--- config.mk ---
export PLATFORM = sky130hd
export DESIGN_NAME = score_board
export DESIGN_NICKNAME = d
export VERILOG_FILES = /design/src/rtl/score_board_pkg.sv /design/src/rtl/sb_lookup.sv /design/src/rtl/score_board.sv
export SDC_FILE = /design/constraint.sdc
export NUM_CORES = 1
export LEC_CHECK = 0
export CAP_MARGIN = 30
export CORE_AREA = 4 4 115 84
export DETAILED_ROUTE_END_ITERATION = 16
export DIE_AREA = 0 0 119 88
export PLACE_DENSITY = 0.84
export SYNTH_ARGS = -nofsm -noshare
export SYNTH_HDL_FRONTEND = slang
export SYNTH_HIERARCHICAL = 1
export SYNTH_SLANG_ARGS = --single-unit
--- constraint.sdc ---
create_clock -name clk -period 3.5 [get_ports clk]
set_input_delay 0.525 -clock clk [delete_from_list [all_inputs] [get_ports clk]]
set_output_delay 0.525 -clock clk [all_outputs]
set_load 0.03 [all_outputs]
--- src/rtl/score_board_pkg.sv ---
// Shared types and constants for the in-flight write scoreboard.
package score_board_pkg;

  localparam int ISSUE_WIDTH = 2;
  localparam int READ_PORTS  = 4;
  localparam int REG_NUM     = 32;
  localparam int NUM_STAGES  = 3;
  localparam int NUM_ENTRIES = NUM_STAGES * ISSUE_WIDTH;

  typedef logic [4:0] reg_addr_t;

  // Operand source; codes 1..6 equal (flat entry index + 1), entry index = stage*ISSUE_WIDTH + slot.
  typedef enum logic [2:0] {
    SRC_REGFILE = 3'd0,
    SRC_EX0     = 3'd1,
    SRC_EX1     = 3'd2,
    SRC_MEM0    = 3'd3,
    SRC_MEM1    = 3'd4,
    SRC_CMT0    = 3'd5,
    SRC_CMT1    = 3'd6
  } sb_src_e;

  typedef struct packed {
    logic    ready;
    sb_src_e src;
  } score_board_data_t;

  typedef struct packed {
    logic      valid;
    reg_addr_t dst;
    logic      late;
  } sb_entry_t;

endpackage

--- src/rtl/sb_lookup.sv ---
// Priority match of one operand register against all tracked entries.
module sb_lookup
  import score_board_pkg::*;
(
  input  reg_addr_t                    i_query_addr,
  input  sb_entry_t [NUM_ENTRIES-1:0]  i_entries,
  output score_board_data_t            o_data
);

  // Scan oldest stage first and lower slot first so the youngest match overwrites the result last.
  always_comb begin
    o_data.ready = 1'b1;
    o_data.src   = SRC_REGFILE;
    if (i_query_addr != '0) begin
      for (int st = NUM_STAGES - 1; st >= 0; st--) begin
        for (int sl = 0; sl < ISSUE_WIDTH; sl++) begin
          if (i_entries[st*ISSUE_WIDTH+sl].valid &&
              (i_entries[st*ISSUE_WIDTH+sl].dst == i_query_addr)) begin
            o_data.src   = sb_src_e'(3'(st*ISSUE_WIDTH + sl + 1));
            // A load still in EX has no result to forward yet.
            o_data.ready = !((st == 0) && i_entries[st*ISSUE_WIDTH+sl].late);
          end
        end
      end
    end
  end

endmodule

--- src/rtl/score_board.sv ---
// Shadow of the EX/MEM/CMT destination registers; answers operand-source queries for issue/bypass.
module score_board
  import score_board_pkg::*;
(
  input  logic                              clk,
  input  logic                              rst_n,
  input  logic                              flush,
  input  logic [ISSUE_WIDTH-1:0]            issue_valid,
  input  logic [ISSUE_WIDTH-1:0]            issue_wr_ena,
  input  logic [ISSUE_WIDTH-1:0][4:0]       issue_dst,
  input  logic [ISSUE_WIDTH-1:0]            issue_late,
  input  logic [READ_PORTS-1:0][4:0]        query_addr,
  output logic [READ_PORTS-1:0][3:0]        score_board_data,
  output logic [REG_NUM-1:0]                busy_mask
);

  sb_entry_t [ISSUE_WIDTH-1:0] r_ex;
  sb_entry_t [ISSUE_WIDTH-1:0] r_mem;
  sb_entry_t [ISSUE_WIDTH-1:0] r_cmt;

  sb_entry_t [NUM_ENTRIES-1:0]         w_entries;
  score_board_data_t [READ_PORTS-1:0]  w_data;
  logic [REG_NUM-1:0]                  w_busy;

  // Pipeline shadow: advance every cycle, flush clears, writes to r0 are never tracked.
  always_ff @(posedge clk or negedge rst_n) begin
    if (!rst_n) begin
      r_ex  <= '0;
      r_mem <= '0;
      r_cmt <= '0;
    end else if (flush) begin
      r_ex  <= '0;
      r_mem <= '0;
      r_cmt <= '0;
    end else begin
      r_cmt <= r_mem;
      r_mem <= r_ex;
      for (int s = 0; s < ISSUE_WIDTH; s++) begin
        r_ex[s].valid <= issue_valid[s] & issue_wr_ena[s] & (issue_dst[s] != 5'd0);
        r_ex[s].dst   <= issue_dst[s];
        r_ex[s].late  <= issue_late[s];
      end
    end
  end

  // Flat entry view: index = stage*ISSUE_WIDTH + slot (EX0, EX1, MEM0, MEM1, CMT0, CMT1).
  always_comb begin
    w_entries = {r_cmt, r_mem, r_ex};
  end

  // Busy mask: one bit per register written by any tracked entry.
  always_comb begin
    w_busy = '0;
    for (int e = 0; e < NUM_ENTRIES; e++) begin
      if (w_entries[e].valid) w_busy[w_entries[e].dst] = 1'b1;
    end
  end

  assign busy_mask = w_busy;

  for (genvar p = 0; p < READ_PORTS; p++) begin : g_port
    sb_lookup u_lookup (
      .i_query_addr (query_addr[p]),
      .i_entries    (w_entries),
      .o_data       (w_data[p])
    );
    assign score_board_data[p] = w_data[p];
  end

endmodule

Yosys cells after proc, flatten, opt, wreduce, memory -nomap -nowiden
Cells that the tools add are included.

Bits in registers: 40. Bits of input ports: 39. Output and inout bits: 48.

Magnitude comparators: 12. Eq/ne operators: 24. Muxes and demuxes: 49. Bitwise logic cells: 9. Reduce and logical (&&, ||, !) cells: 38.

Operators by type and width (count): $mux 32 (6); $or 32x32->32 (5); $eq 5x5->1 (24); $mux 3 (16); $mux 4 (12); $mux 14 (3); $lt 5x6->1 const B (6); $demux 1 s5 (6); $ge 5x1->1 const B (6); $logic_and 1x1->1 (30); $reduce_bool 5->1 (6); $mux 1 (6); $and 1x1->1 (4); $logic_not 1->1 (2).

Logic depth before layout (Yosys ltp)
Word-level depth: 15. Depth in mapped cells: 6. Gate-level depth less buffers: 5.

By module
The synthesis kept the hierarchy.

By module, submodules not included: score_board (times used 1, cells an instance 331, area an instance 3016.6 um^2, seq. area each 1051.0 um^2); sb_lookup (times used 4, cells an instance 64, area an instance 494.2 um^2, seq. area each 0.0 um^2).

Worst setup path before layout
Ideal clock, no wire load.

Path type: in2out. Start point: input query_addr[10] in the netlist's numbering. End point: output score_board_data[11] in the netlist's numbering. Data arrival time: 1.900 ns. Slack: 1.075 ns. Stages on the path: 6. Buffers on the path: 1. Path through: buf_4 -> xor2_1 -> nor4_2 -> nand3_1 -> and3_1 -> o21ai_1.

RTL lines: start: declaration (RTL line score_board.sv:12) `input logic [READ_PORTS-1:0][4:0] query_addr,`; end: declaration (RTL line score_board.sv:13) `output logic [READ_PORTS-1:0][3:0] score_board_data,`.

==> results.md <==
* Worst Setup End Kind: output pin
* Max clock buf depth at 2
* Syn Inst Count at 579
* Worst R2R Setup Slack at 2.15 ns
* Final period util at a little over nine tenths
* Total gr overflow at 0
* DIE WIDTH at roughly 120 um
* Initial DRT Pass Iterations at 6
* Synthesized area at 4870 um2
* Clock slew at reported path FFs at about 0.050 ns
* Initial drt markers at 880
* Critical path arrival at a little under 3 ns
* Critical R2R Capture: r_mem[9]
* WL final at between 15 and 20 mm
* Total negative slack at 0 ns
* # setup viols final at 0
* H-tree depth at 2
* Die H at just under 90 um
* Mean routed wirelength per cell at between 20 and 30 um
* Residual DRC at 0
* Post-CTS setup buffer count at 0
* Hold-fix buffers, CTS at 0
* Leakage at around 2.6 nW
* Rows at 28
* Worst setup path start: query_addr[9]
* Min-Delay Path Class: primary input to async pin
* Crit path kind: primary input to output pin
* Most frequent cells in the layout: xor2_1, clkdlybuf4s50_1, a22oi_1
* Status: finished clean
* Layout cells sized above 1 at roughly 9.6%
* Post-route ant nets at 0
* Initial Util at between 50 and 60%
* Final GP Congestion at 1.01
* Seq pwr share at between 40% and 50%
* Max Slew Vio Count at 0
* Avg Vias per Cell at around 7
* Largest net degree at the start of global routing at 39
* Worst VDD drop at 310 uV
* Worst-Skew Late Latency at between 0.2 and 0.3 ns
* Core area at roughly 8400 um2
* Most common cell after layout, fill and taps aside: xor2_1
* Num ports at just under 90
* Crit start category: primary input
* Synth Warn # at 6
* Relative slew slack at 37.6%
* Maximum clock frequency at between 0.2 and 0.3 GHz
* Worst EP required at about 3 ns
* Hpwl dp at about 13 mm
* Synth-to-layout area growth at 22.7%
* CTS tree: yes
* Combinational share of power at approximately 25%
* Initial antenna violation count at 0
* Vias in the first global route at roughly 5200
* Clock power frac at around a third
* Syn Nets at approximately 600
* Global-route wire length before repair at around 30 mm
* PD cells at roughly 210 nW/um2
* Worst Tran Pin Value at about 0.94 ns
* Worst reg2reg startpoint: r_ex[9]
* Critical Path End: score_board_data[5]
* Die area at about 10000 um2
* Clk root buf: clkbuf_16
* # diodes at 0
* Fin crit period at approximately 3.4 ns
* Setup WS post-layout at around 0.062 ns
* Min Hold Slack at between 0.6 and 0.7 ns
* Routed via count at 5466
* Total power at around 1.3 mW
* Int Pwr at 0.864 mW
* Sw Share at approximately a third
* Clock sinks at 38
* Gr usage total at between 30% and 40%
* Setup Skew at roughly 0.0036 ns
* CTS buffer count at 5
* MaxCap Viol Count at 0
* Setup WS pre-CTS at ~0.03 ns
* IO buf count at between 80 and 90
* Crit path max fanout at 7
* Switching power at 0.419 mW
* Hold Vio Cnt, Final at 0
* RSZ-0062 raised after global routing: no
* Syn_area_per_cell at 8.41 um2
* Nets@finish at ~700
* FF-to-FF path depth at 2
* Fill cells at about 650
-- layer usage --
metal | vias to the layer above | GRT usage, % | share of wire, %
li1 | 2351 | - | -
met1 | 2541 | 49.7 | 40
met2 | 474 | 54.0 | 41
met3 | 100 | 10.4 | 15
met4 | 0 | 13.5 | 4.3
met5 | - | 0 | 0
-- flip-flops by register name, summed over array words and instances, names as in the netlist --
register  cells
r_mem        12
r_cmt        12
r_ex         14
-- power by group through the flow --
| stage | registers [mW] | clock network, mW | logic, mW |
|---|---|---|---|
| after global routing | 0.542 | 0.435 | 0.350 |
| after detailed placement | 0.544 | 0 | 0.317 |
| after floorplan | 0.502 | 0 | 0.224 |
| final | 0.544 | 0.412 | 0.326 |
| after global placement | 0.543 | 0 | 0.308 |
| after CTS | 0.536 | 0.415 | 0.319 |
-- critical path, stage by stage --
cell and delay (ns):
clkdlybuf4s50_1 0.61, xor2_1 0.26, nor4_1 0.31, and3_2 0.27, o211ai_1 0.10, a21boi_1 0.15, clkdlybuf4s50_1 0.68
-- cell type report --
cell class,instances,area [um2],share of cell area (%)
multi-input combinational,488,3610,60.4
timing repair buffer,116,1100,18.4
sequential,38,951,15.9
inverter,7,26.3,0.440
clock inverter,2,10.0,0.168
clock buffer,5,125,2.09
tap,120,150,2.51
-- stage by stage --
stage | cell area, um2 | cells | utilization, %
2_1_floorplan | 4870 | 579 | -
4_1_cts | 5940 | 776 | 70.3
5_1_grt | 5970 | 776 | 70.8
3_5_place_dp | 5800 | 769 | 68.7
3_3_place_gp | 5800 | 769 | 68.7
6_report | 5970 | 776 | 70.8
-- timing repair --
action	in CTS	in global routing
resized for setup	0	12
hold endpoints to repair	0	0
endpoints found under the setup margin	0	9
-- worst min path at each step --
| stage | endpoint | cells past startpoint | slack, ns | start |
|---|---|---|---|---|
| 3_5_place_dp | r_cmt[9] | 1 | 0.72 | r_mem[9] |
| 6_report | r_ex[12] | 2 | 0.67 | rst_n |
| 5_1_grt | r_ex[12] | 2 | 0.72 | rst_n |
| 2_1_floorplan | r_cmt[10] | 0 | 0.23 | rst_n |
| 3_3_place_gp | r_cmt[9] | 1 | 0.69 | r_mem[9] |
| 4_1_cts | r_ex[12] | 2 | 0.68 | rst_n |
Power figures use the tool's default switching activity.
